`src/rtl/clock_mode_fsm_pkg.sv`:
```
// rtl/clock_mode_fsm_pkg.sv - shared mode type and decode helpers for the clock mode controller
package clock_pkg;

  typedef enum logic {MODE_VIEW = 1'b0, MODE_SET = 1'b1} mode_e;

  localparam int unsigned ONEHOT_MAX = 32;

  // One-hot decode of idx into a vector of `width` meaningful bits (upper bits zero).
  function automatic logic [ONEHOT_MAX-1:0] onehot(input int unsigned idx, input int unsigned width);
    logic [ONEHOT_MAX-1:0] v;
    v = '0;
    if (idx < width) v = ONEHOT_MAX'(1) << idx;
    return v;
  endfunction

  // Index counter width; a single-entry counter still needs one bit.
  function automatic int unsigned idx_width(input int unsigned n);
    return (n > 1) ? $clog2(n) : 1;
  endfunction

endpackage

```
`src/rtl/clock_mode_fsm_if.sv`:
```
// rtl/clock_mode_fsm_if.sv - key/tick inputs and mode/select outputs of the clock mode controller
interface clock_mode_fsm_if #(
  parameter int unsigned N_VIEWS  = 2,
  parameter int unsigned N_DIGITS = 6
);

  logic                tick;
  logic                key_short;
  logic                key_long;
  logic [N_VIEWS-1:0]  view_sel;
  logic [N_DIGITS-1:0] digit_sel;
  logic                set_active;
  logic                blink;
  logic                commit;
  logic                abort;
  logic                timeout;
  logic                state;

  modport master (
    output tick, key_short, key_long,
    input  view_sel, digit_sel, set_active, blink, commit, abort, timeout, state
  );

  modport slave (
    input  tick, key_short, key_long,
    output view_sel, digit_sel, set_active, blink, commit, abort, timeout, state
  );

endinterface

```
`src/rtl/clock_mode_fsm_tick_timeout.sv`:
```
// rtl/clock_mode_fsm_tick_timeout.sv - counts tick pulses and flags the LIMIT-th one
module tick_timeout #(
  parameter int unsigned LIMIT = 10
) (
  input  logic clk,
  input  logic rst_n,
  input  logic clr,
  input  logic tick,
  output logic expired
);

  localparam int unsigned    CW   = $clog2(LIMIT + 1);
  localparam logic [CW-1:0]  LAST = CW'(LIMIT - 1);

  logic [CW-1:0] r_cnt;
  logic          w_hit;

  // clr dominates: a tick coinciding with clr never expires
  assign w_hit   = tick && !clr && (r_cnt == LAST);
  assign expired = w_hit;

  // Tick counter, restarts on clear or on expiry
  always_ff @(posedge clk) begin
    if (!rst_n) begin
      r_cnt <= '0;
    end else if (clr || w_hit) begin
      r_cnt <= '0;
    end else if (tick) begin
      r_cnt <= r_cnt + 1'b1;
    end
  end

endmodule

```
`src/rtl/clock_mode_fsm.sv`:
```
// rtl/clock_mode_fsm.sv - view/set mode controller with inactivity timeout and digit blink
module clock_mode_fsm
  import clock_pkg::*;
#(
  parameter int unsigned N_VIEWS       = 2,
  parameter int unsigned N_DIGITS      = 6,
  parameter int unsigned TIMEOUT_TICKS = 10,
  parameter int unsigned BLINK_TICKS   = 1
) (
  input  logic             clk,
  input  logic             rst_n,
  clock_mode_fsm_if.slave  bus
);

  localparam logic [0:0]    ST_VIEW    = 1'(MODE_VIEW);
  localparam logic [0:0]    ST_SET     = 1'(MODE_SET);
  localparam int unsigned   VW         = idx_width(N_VIEWS);
  localparam int unsigned   DW         = idx_width(N_DIGITS);
  localparam logic [VW-1:0] LAST_VIEW  = VW'(N_VIEWS - 1);
  localparam logic [DW-1:0] LAST_DIGIT = DW'(N_DIGITS - 1);

  logic [0:0]          r_mode;
  logic [VW-1:0]       r_view_idx;
  logic [DW-1:0]       r_digit_idx;
  logic                r_blink;
  logic [N_VIEWS-1:0]  r_view_sel;
  logic [N_DIGITS-1:0] r_digit_sel;
  logic                r_commit;
  logic                r_abort;
  logic                r_timeout;

  logic                w_key;
  logic                w_to_exp;
  logic                w_blink_exp;
  logic                w_blink_clr;
  logic [0:0]          w_mode_nx;
  logic [VW-1:0]       w_view_nx;
  logic [DW-1:0]       w_digit_nx;
  logic                w_blink_nx;
  logic                w_commit_nx;
  logic                w_abort_nx;
  logic                w_timeout_nx;
  logic [ONEHOT_MAX-1:0] w_view_oh_full;
  logic [ONEHOT_MAX-1:0] w_digit_oh_full;
  logic                w_unused_oh;

  assign w_key = bus.key_short | bus.key_long;

  // Any key restarts the inactivity window; timeout-driven exits clear it by expiring.
  tick_timeout #(.LIMIT(TIMEOUT_TICKS)) u_idle (
    .clk     (clk),
    .rst_n   (rst_n),
    .clr     (w_key),
    .tick    (bus.tick),
    .expired (w_to_exp)
  );

  // Blink divider only runs in SET; keys restart the half-period.
  assign w_blink_clr = (r_mode == ST_VIEW) | w_key;

  tick_timeout #(.LIMIT(BLINK_TICKS)) u_blink (
    .clk     (clk),
    .rst_n   (rst_n),
    .clr     (w_blink_clr),
    .tick    (bus.tick),
    .expired (w_blink_exp)
  );

  // Next mode, indices, blink phase and event pulses; key_long beats key_short, keys beat timeout
  always_comb begin
    w_mode_nx    = r_mode;
    w_view_nx    = r_view_idx;
    w_digit_nx   = r_digit_idx;
    w_blink_nx   = r_blink;
    w_commit_nx  = 1'b0;
    w_abort_nx   = 1'b0;
    w_timeout_nx = 1'b0;
    if (r_mode == ST_VIEW) begin
      if (bus.key_long) begin
        w_mode_nx  = ST_SET;
        w_digit_nx = '0;
        w_blink_nx = 1'b1;
      end else if (bus.key_short) begin
        w_view_nx = (r_view_idx == LAST_VIEW) ? '0 : r_view_idx + 1'b1;
      end else if (w_to_exp) begin
        w_timeout_nx = 1'b1;
        w_view_nx    = '0;
      end
    end else begin
      if (bus.key_long) begin
        w_mode_nx  = ST_VIEW;
        w_view_nx  = '0;
        w_digit_nx = '0;
        w_blink_nx = 1'b0;
        w_abort_nx = 1'b1;
      end else if (bus.key_short) begin
        if (r_digit_idx != LAST_DIGIT) begin
          w_digit_nx = r_digit_idx + 1'b1;
          w_blink_nx = 1'b1;
        end else begin
          w_mode_nx   = ST_VIEW;
          w_view_nx   = '0;
          w_digit_nx  = '0;
          w_blink_nx  = 1'b0;
          w_commit_nx = 1'b1;
        end
      end else if (w_to_exp) begin
        w_mode_nx    = ST_VIEW;
        w_view_nx    = '0;
        w_digit_nx   = '0;
        w_blink_nx   = 1'b0;
        w_abort_nx   = 1'b1;
        w_timeout_nx = 1'b1;
      end else if (w_blink_exp) begin
        w_blink_nx = ~r_blink;
      end
    end
  end

  assign w_view_oh_full  = onehot(32'(w_view_nx), N_VIEWS);
  assign w_digit_oh_full = onehot(32'(w_digit_nx), N_DIGITS);
  assign w_unused_oh     = ^{w_view_oh_full, w_digit_oh_full};

  // Mode/index state and registered one-hot select outputs
  always_ff @(posedge clk) begin
    if (!rst_n) begin
      r_mode      <= ST_VIEW;
      r_view_idx  <= '0;
      r_digit_idx <= '0;
      r_blink     <= 1'b0;
      r_view_sel  <= N_VIEWS'(1);
      r_digit_sel <= '0;
      r_commit    <= 1'b0;
      r_abort     <= 1'b0;
      r_timeout   <= 1'b0;
    end else begin
      r_mode      <= w_mode_nx;
      r_view_idx  <= w_view_nx;
      r_digit_idx <= w_digit_nx;
      r_blink     <= w_blink_nx;
      r_view_sel  <= (w_mode_nx == ST_VIEW) ? w_view_oh_full[N_VIEWS-1:0] : '0;
      r_digit_sel <= (w_mode_nx == ST_SET) ? w_digit_oh_full[N_DIGITS-1:0] : '0;
      r_commit    <= w_commit_nx;
      r_abort     <= w_abort_nx;
      r_timeout   <= w_timeout_nx;
    end
  end

  assign bus.view_sel   = r_view_sel;
  assign bus.digit_sel  = r_digit_sel;
  assign bus.set_active = (r_mode == ST_SET);
  assign bus.blink      = r_blink;
  assign bus.commit     = r_commit;
  assign bus.abort      = r_abort;
  assign bus.timeout    = r_timeout;
  assign bus.state      = r_mode[0];

endmodule

```
`src/flat_wrapper.sv`:
```
// flat-port wrapper written by rule: the top's interface ports become plain ports
module clock_mode_fsm_flat import clock_pkg::*;
#(
  parameter int unsigned N_VIEWS       = 2,
  parameter int unsigned N_DIGITS      = 6,
  parameter int unsigned TIMEOUT_TICKS = 10,
  parameter int unsigned BLINK_TICKS   = 1
)
  (clk, rst_n, bus_tick, bus_key_short, bus_key_long, bus_view_sel, bus_digit_sel, bus_set_active, bus_blink, bus_commit, bus_abort, bus_timeout, bus_state);
  clock_mode_fsm_if #(.N_VIEWS(N_VIEWS), .N_DIGITS(N_DIGITS)) bus_i ();
  input  logic clk;
  input  logic rst_n;
  input wire logic [$bits(bus_i.tick)-1:0] bus_tick;
  input wire logic [$bits(bus_i.key_short)-1:0] bus_key_short;
  input wire logic [$bits(bus_i.key_long)-1:0] bus_key_long;
  output wire logic [$bits(bus_i.view_sel)-1:0] bus_view_sel;
  output wire logic [$bits(bus_i.digit_sel)-1:0] bus_digit_sel;
  output wire logic [$bits(bus_i.set_active)-1:0] bus_set_active;
  output wire logic [$bits(bus_i.blink)-1:0] bus_blink;
  output wire logic [$bits(bus_i.commit)-1:0] bus_commit;
  output wire logic [$bits(bus_i.abort)-1:0] bus_abort;
  output wire logic [$bits(bus_i.timeout)-1:0] bus_timeout;
  output wire logic [$bits(bus_i.state)-1:0] bus_state;
  assign bus_i.tick = bus_tick;
  assign bus_i.key_short = bus_key_short;
  assign bus_i.key_long = bus_key_long;
  assign bus_view_sel = bus_i.view_sel;
  assign bus_digit_sel = bus_i.digit_sel;
  assign bus_set_active = bus_i.set_active;
  assign bus_blink = bus_i.blink;
  assign bus_commit = bus_i.commit;
  assign bus_abort = bus_i.abort;
  assign bus_timeout = bus_i.timeout;
  assign bus_state = bus_i.state;
  clock_mode_fsm #(.N_VIEWS(N_VIEWS), .N_DIGITS(N_DIGITS), .TIMEOUT_TICKS(TIMEOUT_TICKS), .BLINK_TICKS(BLINK_TICKS)) u_core (.clk(clk), .rst_n(rst_n), .bus(bus_i));
endmodule
```
`config.mk`:
```
export PLATFORM = sky130hd
export DESIGN_NAME = clock_mode_fsm_flat
export DESIGN_NICKNAME = d
export VERILOG_FILES = /design/src/rtl/clock_mode_fsm_pkg.sv /design/src/rtl/clock_mode_fsm_if.sv /design/src/rtl/clock_mode_fsm_tick_timeout.sv /design/src/rtl/clock_mode_fsm.sv /design/src/flat_wrapper.sv
export SDC_FILE = /design/constraint.sdc
export NUM_CORES = 1
export LEC_CHECK = 0
export BUFFER_PORTS_ARGS = -buffer_cell sky130_fd_sc_hd__buf_2
export CAP_MARGIN = 0
export CORE_ASPECT_RATIO = 1.2
export CORE_MARGIN = 2
export CORE_UTILIZATION = 53
export CTS_CLUSTER_DIAMETER = 150
export DETAILED_ROUTE_END_ITERATION = 10
export PLACE_DENSITY_LB_ADDON = 0.05
export SKIP_CTS_REPAIR_TIMING = 1
export SLEW_MARGIN = 10
export SYNTH_ARGS = -nofsm -noshare
export SYNTH_HDL_FRONTEND = slang
export SYNTH_SLANG_ARGS = --single-unit
```
`constraint.sdc`:
```
create_clock -name clk -period 1.8 [get_ports clk]
set_clock_uncertainty 0.15 [all_clocks]
set_input_delay 0 -clock clk [delete_from_list [all_inputs] [get_ports clk]]
set_output_delay 0 -clock clk [all_outputs]
set_load 0.1 [all_outputs]
```
==> results.txt, run 1 <==
post-synthesis net count: 115
number of antenna violations at the first check in global routing: 0
maximum clock path buffer count: 2
chip height: 52.6 µm
peak fanout along the critical path: 6
worst min-delay path class: in -> reg
post-layout instance count excluding filler cells: 149
highest attainable clock frequency: 591 MHz
Pint: 676 µW
met1 global-route usage: 0.216
clock slew at the register clock pins of the worst setup and hold paths: 120 ps
power after layout: 990 µW
data arrival time of the critical path: 1790 ps
dominant cells by area after synthesis: dfxtp_1 (42%), and2_1 (3.0%), nor2_1 (2.9%)
CTS tree: done
number of top-level design ports: 19
most frequent standard cell in the layout excluding fill and tap cells: dfxtp_1
fraction of layout instances using a drive strength above 1: 0.300
clock tree root buffer cell: clkbuf_4
yosys synthesis warning count: 0
Most Crowded Layer GR: met2
die outline width: 44.5 µm
power density over the cells: 802 nW/µm²
Max Cap Viol: 0
data required time of the critical path: 1890 ps
placeable core region: 1850 µm²
instance count of the mapped netlist: 108
wire length of the first global-routing pass: 3250 µm
count of H-tree levels built during CTS: 1
fraction of the yosys area taken by sequential cells: 0.423
switching power: 314 µW
most used cells in the layout excluding fill and tap cells: dfxtp_1 (19), buf_2 (18), nor2_1 (8), and2_1 (5)
remaining global-route overflow: 0
Initial DRT Pass Iterations: 7
count of distinct cell types in the synthesized netlist: 42
per-instance average area after synthesis: 9.64 µm²
vias after detailed routing: 886
count of buffers inserted at the top-level ports: 18
met2 Usage GRT: 0.346
failing checks: DRC
combinational fraction of design power: 0.206
proportion of netlist area held by the largest area contributor: 0.423
diode count: 0
Die Outline Area: 2340 µm²
Final Hold Violating Endpoints: 0
final setup vio count: 0
number of core rows: 17
sequential share of power: 0.523
Avg WL per Cell: 13.7 µm
clock buffers created by TritonCTS: 3
Placed Instances: 140
pins over their slew limit: 0
switching part of the total: 0.317
pin count of the biggest net entering global routing: 18
post-synthesis instance area: 1040 µm²
remaining routing DRC violations: 2
dominant cell type by area after synthesis: dfxtp_1
transition time of the tightest slew-check pin: 490 ps
share of the clock period used by the worst path after layout: 0.941
RD Place Congestion: 0.805
HPWL reported at the end of detailed placement: 1430 µm
final antenna-violating net count: 0
GRT Resource Usage Total: 0.191
Clock Latency Late Sink: 310 ps
Clock Sinks: 22
total leakage power: 0.504 nW
crit end category: flip-flop
Total Wirelength: 2050 µm
met3 usage: 0.0310
vias in the first global route: 764
Max-slew headroom: 0.675
clock period minus worst slack: 1690 ps
kind of critical path: reg -> reg
clock group share of total power: 0.271
Setup TNS Final: 0 ps
initial standard-cell utilization of the core: 0.563
number of nets at the end of the flow: 138
type of element launching the critical path: flip-flop
Synth-to-Final Area Change: 18.5%
via density per instance: 5.95
IR Drop Worst-Case VDD: 0.518 mV
DRT iter0 DRCs: 19
total of flip-flops plus latches after synthesis: 22
status: finished, violations left
==> kinds of logic after synthesis <==
logic type               share of synthesized area
AO/OA/AOI/OAI                                0.178
XOR/XNOR                                    0.0252
adder cells (fa/ha/maj)                     0.0240
buffers and inverters                       0.0613
flip-flops                                   0.423
multiplexers                                0.0204
AND/OR/NAND/NOR                              0.268
==> power by group through the flow <==
stage | combinational (mW) | sequential (mW) | clock (mW)
after floorplan | 0.0834 | 0.612 | 0
after global placement | 0.192 | 0.529 | 0
after detailed placement | 0.193 | 0.529 | 0
after CTS | 0.193 | 0.518 | 0.274
after global routing | 0.215 | 0.521 | 0.300
final | 0.204 | 0.518 | 0.268
==> path summary, 6_finish.rpt <==
| check | slack [ps] | cells after the start | end | startpoint |
|---|---|---|---|---|
| setup / recovery | 110 | 5 | u_core.bus.digit_sel[3] | u_core.u_idle.r_cnt[0] |
| hold / removal | 20 | 3 | u_core.r_digit_idx[2] | bus_key_long |
| setup reg to reg | 110 | 5 | u_core.bus.digit_sel[3] | u_core.u_idle.r_cnt[0] |
| hold reg to reg | 410 | 2 | u_core.u_idle.r_cnt[3] | u_core.u_idle.r_cnt[3] |
==> per-layer routing <==
layer	routed length (µm)	vias up
li1	-	433
met1	854	430
met2	1100	21
met3	71	2
met4	17	0
met5	0	-
==> sequential cells by signal, indices dropped and copies added (netlist names) <==
register,count
u_core.bus.timeout,1
u_core.u_idle.r_cnt,4
u_core.bus.blink,1
u_core.r_digit_idx,3
u_core.bus.commit,1
u_core.bus.digit_sel,6
u_core.bus.set_active,1
u_core.u_blink.r_cnt,1
u_core.bus.view_sel,2
u_core.r_view_idx,1
u_core.bus.abort,1
==> final cells by class <==
type	count	area, µm²
clock buffer	4	36.3
fill	154	617
inverter	4	15.0
multi-input combinational	75	559
sequential	22	447
tap	19	23.8
timing repair buffer	25	153
==> synth_stat cells <==
cell / number
nand2b_1: 4
o21a_1: 1
and4b_1: 2
nand3b_1: 3
buf_4: 1
xnor2_1: 1
nand2_1: 3
nor3b_2: 2
a21oi_1: 3
a211o_1: 2
a21bo_2: 1
o311a_1: 1
nand3_1: 2
clkbuf_1: 1
a211oi_1: 1
nand4_1: 2
a31oi_1: 2
o211ai_1: 1
a22oi_1: 1
or2_2: 1
buf_6: 2
nor2_1: 8
mux2i_1: 1
o221ai_2: 1
inv_1: 4
or2b_1: 1
nor3_1: 4
a211oi_4: 1
and3_1: 1
nand4b_1: 3
mux2_2: 1
buf_2: 3
ha_1: 2
nor4_1: 1
xor2_1: 2
a32o_1: 1
and2_1: 5
nor2b_1: 3
o221a_2: 1
dfxtp_1: 22
o31a_1: 1
o21ai_0: 5
==> worst max-delay path, cell delays in order (launching register included) <==
cell,delay (ps)
dfxtp_2,360
ha_1,210
and4b_2,270
a211oi_4,290
o221ai_4,160
nor3b_2,190
==> per-stage QoR <==
stage                     setup slack (ps)   util  area [µm²]  hold WS [ps]
after detailed placement              32.3  0.608        1120           155
final                                  107  0.667        1230          23.8
after CTS                             5.12  0.627        1160          -178
after floorplan                        122      -        1040          55.0
after global placement                77.0  0.608        1120           148
after global routing                 -16.6  0.667        1230          48.0
Power figures use the tool's default switching activity.
==> run 2: changes to the inputs <==
--- a/config.mk
+++ b/config.mk
@@ -9,7 +9,7 @@
 export CAP_MARGIN = 0
 export CORE_ASPECT_RATIO = 1.2
 export CORE_MARGIN = 2
-export CORE_UTILIZATION = 53
+export CORE_UTILIZATION = 57
 export CTS_CLUSTER_DIAMETER = 150
 export DETAILED_ROUTE_END_ITERATION = 10
 export PLACE_DENSITY_LB_ADDON = 0.05
==> constraint.sdc (replaced) <==
create_clock -name clk -period 2 [get_ports clk]
set_clock_uncertainty 0.15 [all_clocks]
set_input_delay 0 -clock clk [delete_from_list [all_inputs] [get_ports clk]]
set_output_delay 0 -clock clk [all_outputs]
set_load 0.1 [all_outputs]
==> results.txt, run 2 (synthesis results as in run 1) <==
crit end category: flip-flop
clock buffers created by TritonCTS: 3 (unchanged)
failing checks: hold timing
worst min-delay path class: in -> reg
placeable core region: 1680 µm² (-9.1%)
unrepaired setup endpoints after global routing: false
via density per instance: 6.01 (+1.0%)
Clock Sinks: 22 (unchanged)
RD Place Congestion: 0.804 (-0.12%)
CTS tree: done
Max Cap Viol: 0 (unchanged)
worst hold slack after final layout: -12.8 ps (-36.6 ps)
final std cell area, no fill: 1180 µm² (-4.7%)
Final Hold Violating Endpoints: 1 (+1)
count of H-tree levels built during CTS: 1 (unchanged)
clock period minus worst slack: 1880 ps (+184 ps)
number of core rows: 16 (-1)
Max-slew headroom: 0.678 (+0.00224)
instance area at placement: 1110 µm² (-1.0%)
number of nets at the end of the flow: 136 (-1.4%)
transition time of the tightest slew-check pin: 487 ps (-3.39 ps)
number of antenna violations at the first check in global routing: 0 (unchanged)
total leakage power: 0.484 nW (-3.8%)
chip height: 50.8 µm (-3.3%)
Initial DRT Pass Iterations: 4 (-3)
wire length of the first global-routing pass: 3180 µm (-2.1%)
pin count of the biggest net entering global routing: 18 (unchanged)
Avg WL per Cell: 14.1 µm (+3.0%)
IR Drop Worst-Case VDD: 0.491 mV (-5.2%)
type of element launching the critical path: flip-flop
highest attainable clock frequency: 533 MHz (-9.8%)
status: finished, violations left
vias after detailed routing: 871 (-1.7%)
most frequent standard cell in the layout excluding fill and tap cells: dfxtp_1
final-layout fill cell count: 136 (-12%)
HPWL reported at the end of detailed placement: 1440 µm (+0.43%)
remaining routing DRC violations: 0 (-2)
final setup vio count: 0 (unchanged)
count of buffers inserted at the top-level ports: 18 (unchanged)
Setup TNS Final: 0 ps (unchanged)
clock tree root buffer cell: clkbuf_4
initial standard-cell utilization of the core: 0.619 (+0.0565)
final antenna-violating net count: 0 (unchanged)
footprint of the multi-input gates: 537 µm² (-4.0%)
DRT iter0 DRCs: 23 (+4)
peak fanout along the critical path: 6 (unchanged)
ordered list of cells on the worst path: ha_1, and4b_1, a22oi_1, o21ai_0, nor3_1
Total Wirelength: 2050 µm (+0.24%)
data arrival time of the critical path: 1910 ps (+120 ps)
maximum clock path buffer count: 2 (unchanged)
data required time of the critical path: 2030 ps (+140 ps)
Worst path slowest cell: dfxtp_1
clock slew at the register clock pins of the worst setup and hold paths: 110 ps (about the same)
Die Outline Area: 2190 µm² (-6.4%)
Clock Latency Late Sink: 300 ps (about the same)
power density over the cells: 709 nW/µm² (-12%)
fraction of layout instances using a drive strength above 1: 0.244 (-0.0559)
max reg flops: 6 (unchanged)
vias in the first global route: 737 (-3.5%)
flip-flop and latch area: 442 µm² (-1.1%)
die outline width: 43.0 µm (-3.3%)
kind of critical path: reg -> reg
share of the clock period used by the worst path after layout: 0.939 (-0.00219)
pins over their slew limit: 0 (unchanged)
most used cells in the layout excluding fill and tap cells: dfxtp_1 (21), buf_2 (18), nor2_1 (8), and2_1 (5), o21ai_0 (5)
Synth-to-Final Area Change: 13.0%
diode count: 0 (unchanged)
remaining global-route overflow: 0 (unchanged)
number of top-level design ports: 19 (unchanged)
GRT Resource Usage Total: 0.192 (+0.00134)
largest incremental delay on the critical path: 420 ps (+60 ps)
run 2: changes by cell type in the layout (fill, tap and decap cells not counted), sizes merged:
cell	before	now
buf	21	19
clkbuf	4	3
run 2: layout make-up:
type / instances / share of cell area
Inverter: 4 / 0.0128
Tap cell: 18 / 0.0191
Sequential cell: 22 / 0.376
Multi-Input combinational cell: 75 / 0.456
Clock buffer: 3 / 0.0191
Timing Repair Buffer: 23 / 0.117
run 2: routing by layer:
layer / vias to the layer above / global-route usage / share of wire
li1: 429 / - / -
met4: 0 / 0.0707 / 0.0093
met2: 30 / 0.336 / 0.51
met3: 2 / 0.0424 / 0.052
met1: 410 / 0.229 / 0.43
met5: - / 0 / 0
run 2: worst max-delay path: cells and delay by family, from the launching register on:
family	cells	cell delay, ps
compound gates	2	530
simple gates	2	470
flops	1	420
fa+ha+maj	1	190
run 2: final timing paths:
check                    startpoint                 endpoint  slack [ps]  cells past startpoint
max          u_core.u_idle.r_cnt[0]  u_core.bus.digit_sel[5]         120                      5
max reg2reg  u_core.u_idle.r_cnt[0]  u_core.bus.digit_sel[5]         120                      5
min                   bus_key_short        u_core.bus.commit         -10                      3
min reg2reg  u_core.u_idle.r_cnt[1]   u_core.u_idle.r_cnt[1]         380                      2
run 2: stage by stage:
| stage | power (mW) | worst slack, ps | hold WS [ps] | instances | utilization |
|---|---|---|---|---|---|
| floorplan | 0.626 | 139 | 55.0 | 108 | - |
| global placement | 0.646 | 224 | 147 | 138 | 0.662 |
| detailed placement | 0.649 | 157 | 156 | 138 | 0.662 |
| CTS | 0.834 | 140 | -170 | 141 | 0.676 |
| global route | 0.872 | 91.0 | 31.6 | 145 | 0.699 |
| finish | 0.834 | 123 | -12.8 | 145 | 0.699 |
run 2: power by group:
part           leakage [nW]  internal, mW  total (mW)  switching, mW
Combinational         0.291        0.0404       0.177          0.137
Clock                0.0138        0.0702       0.190          0.119
Sequential            0.179         0.453       0.467         0.0144
Total                 0.484         0.563       0.834          0.270
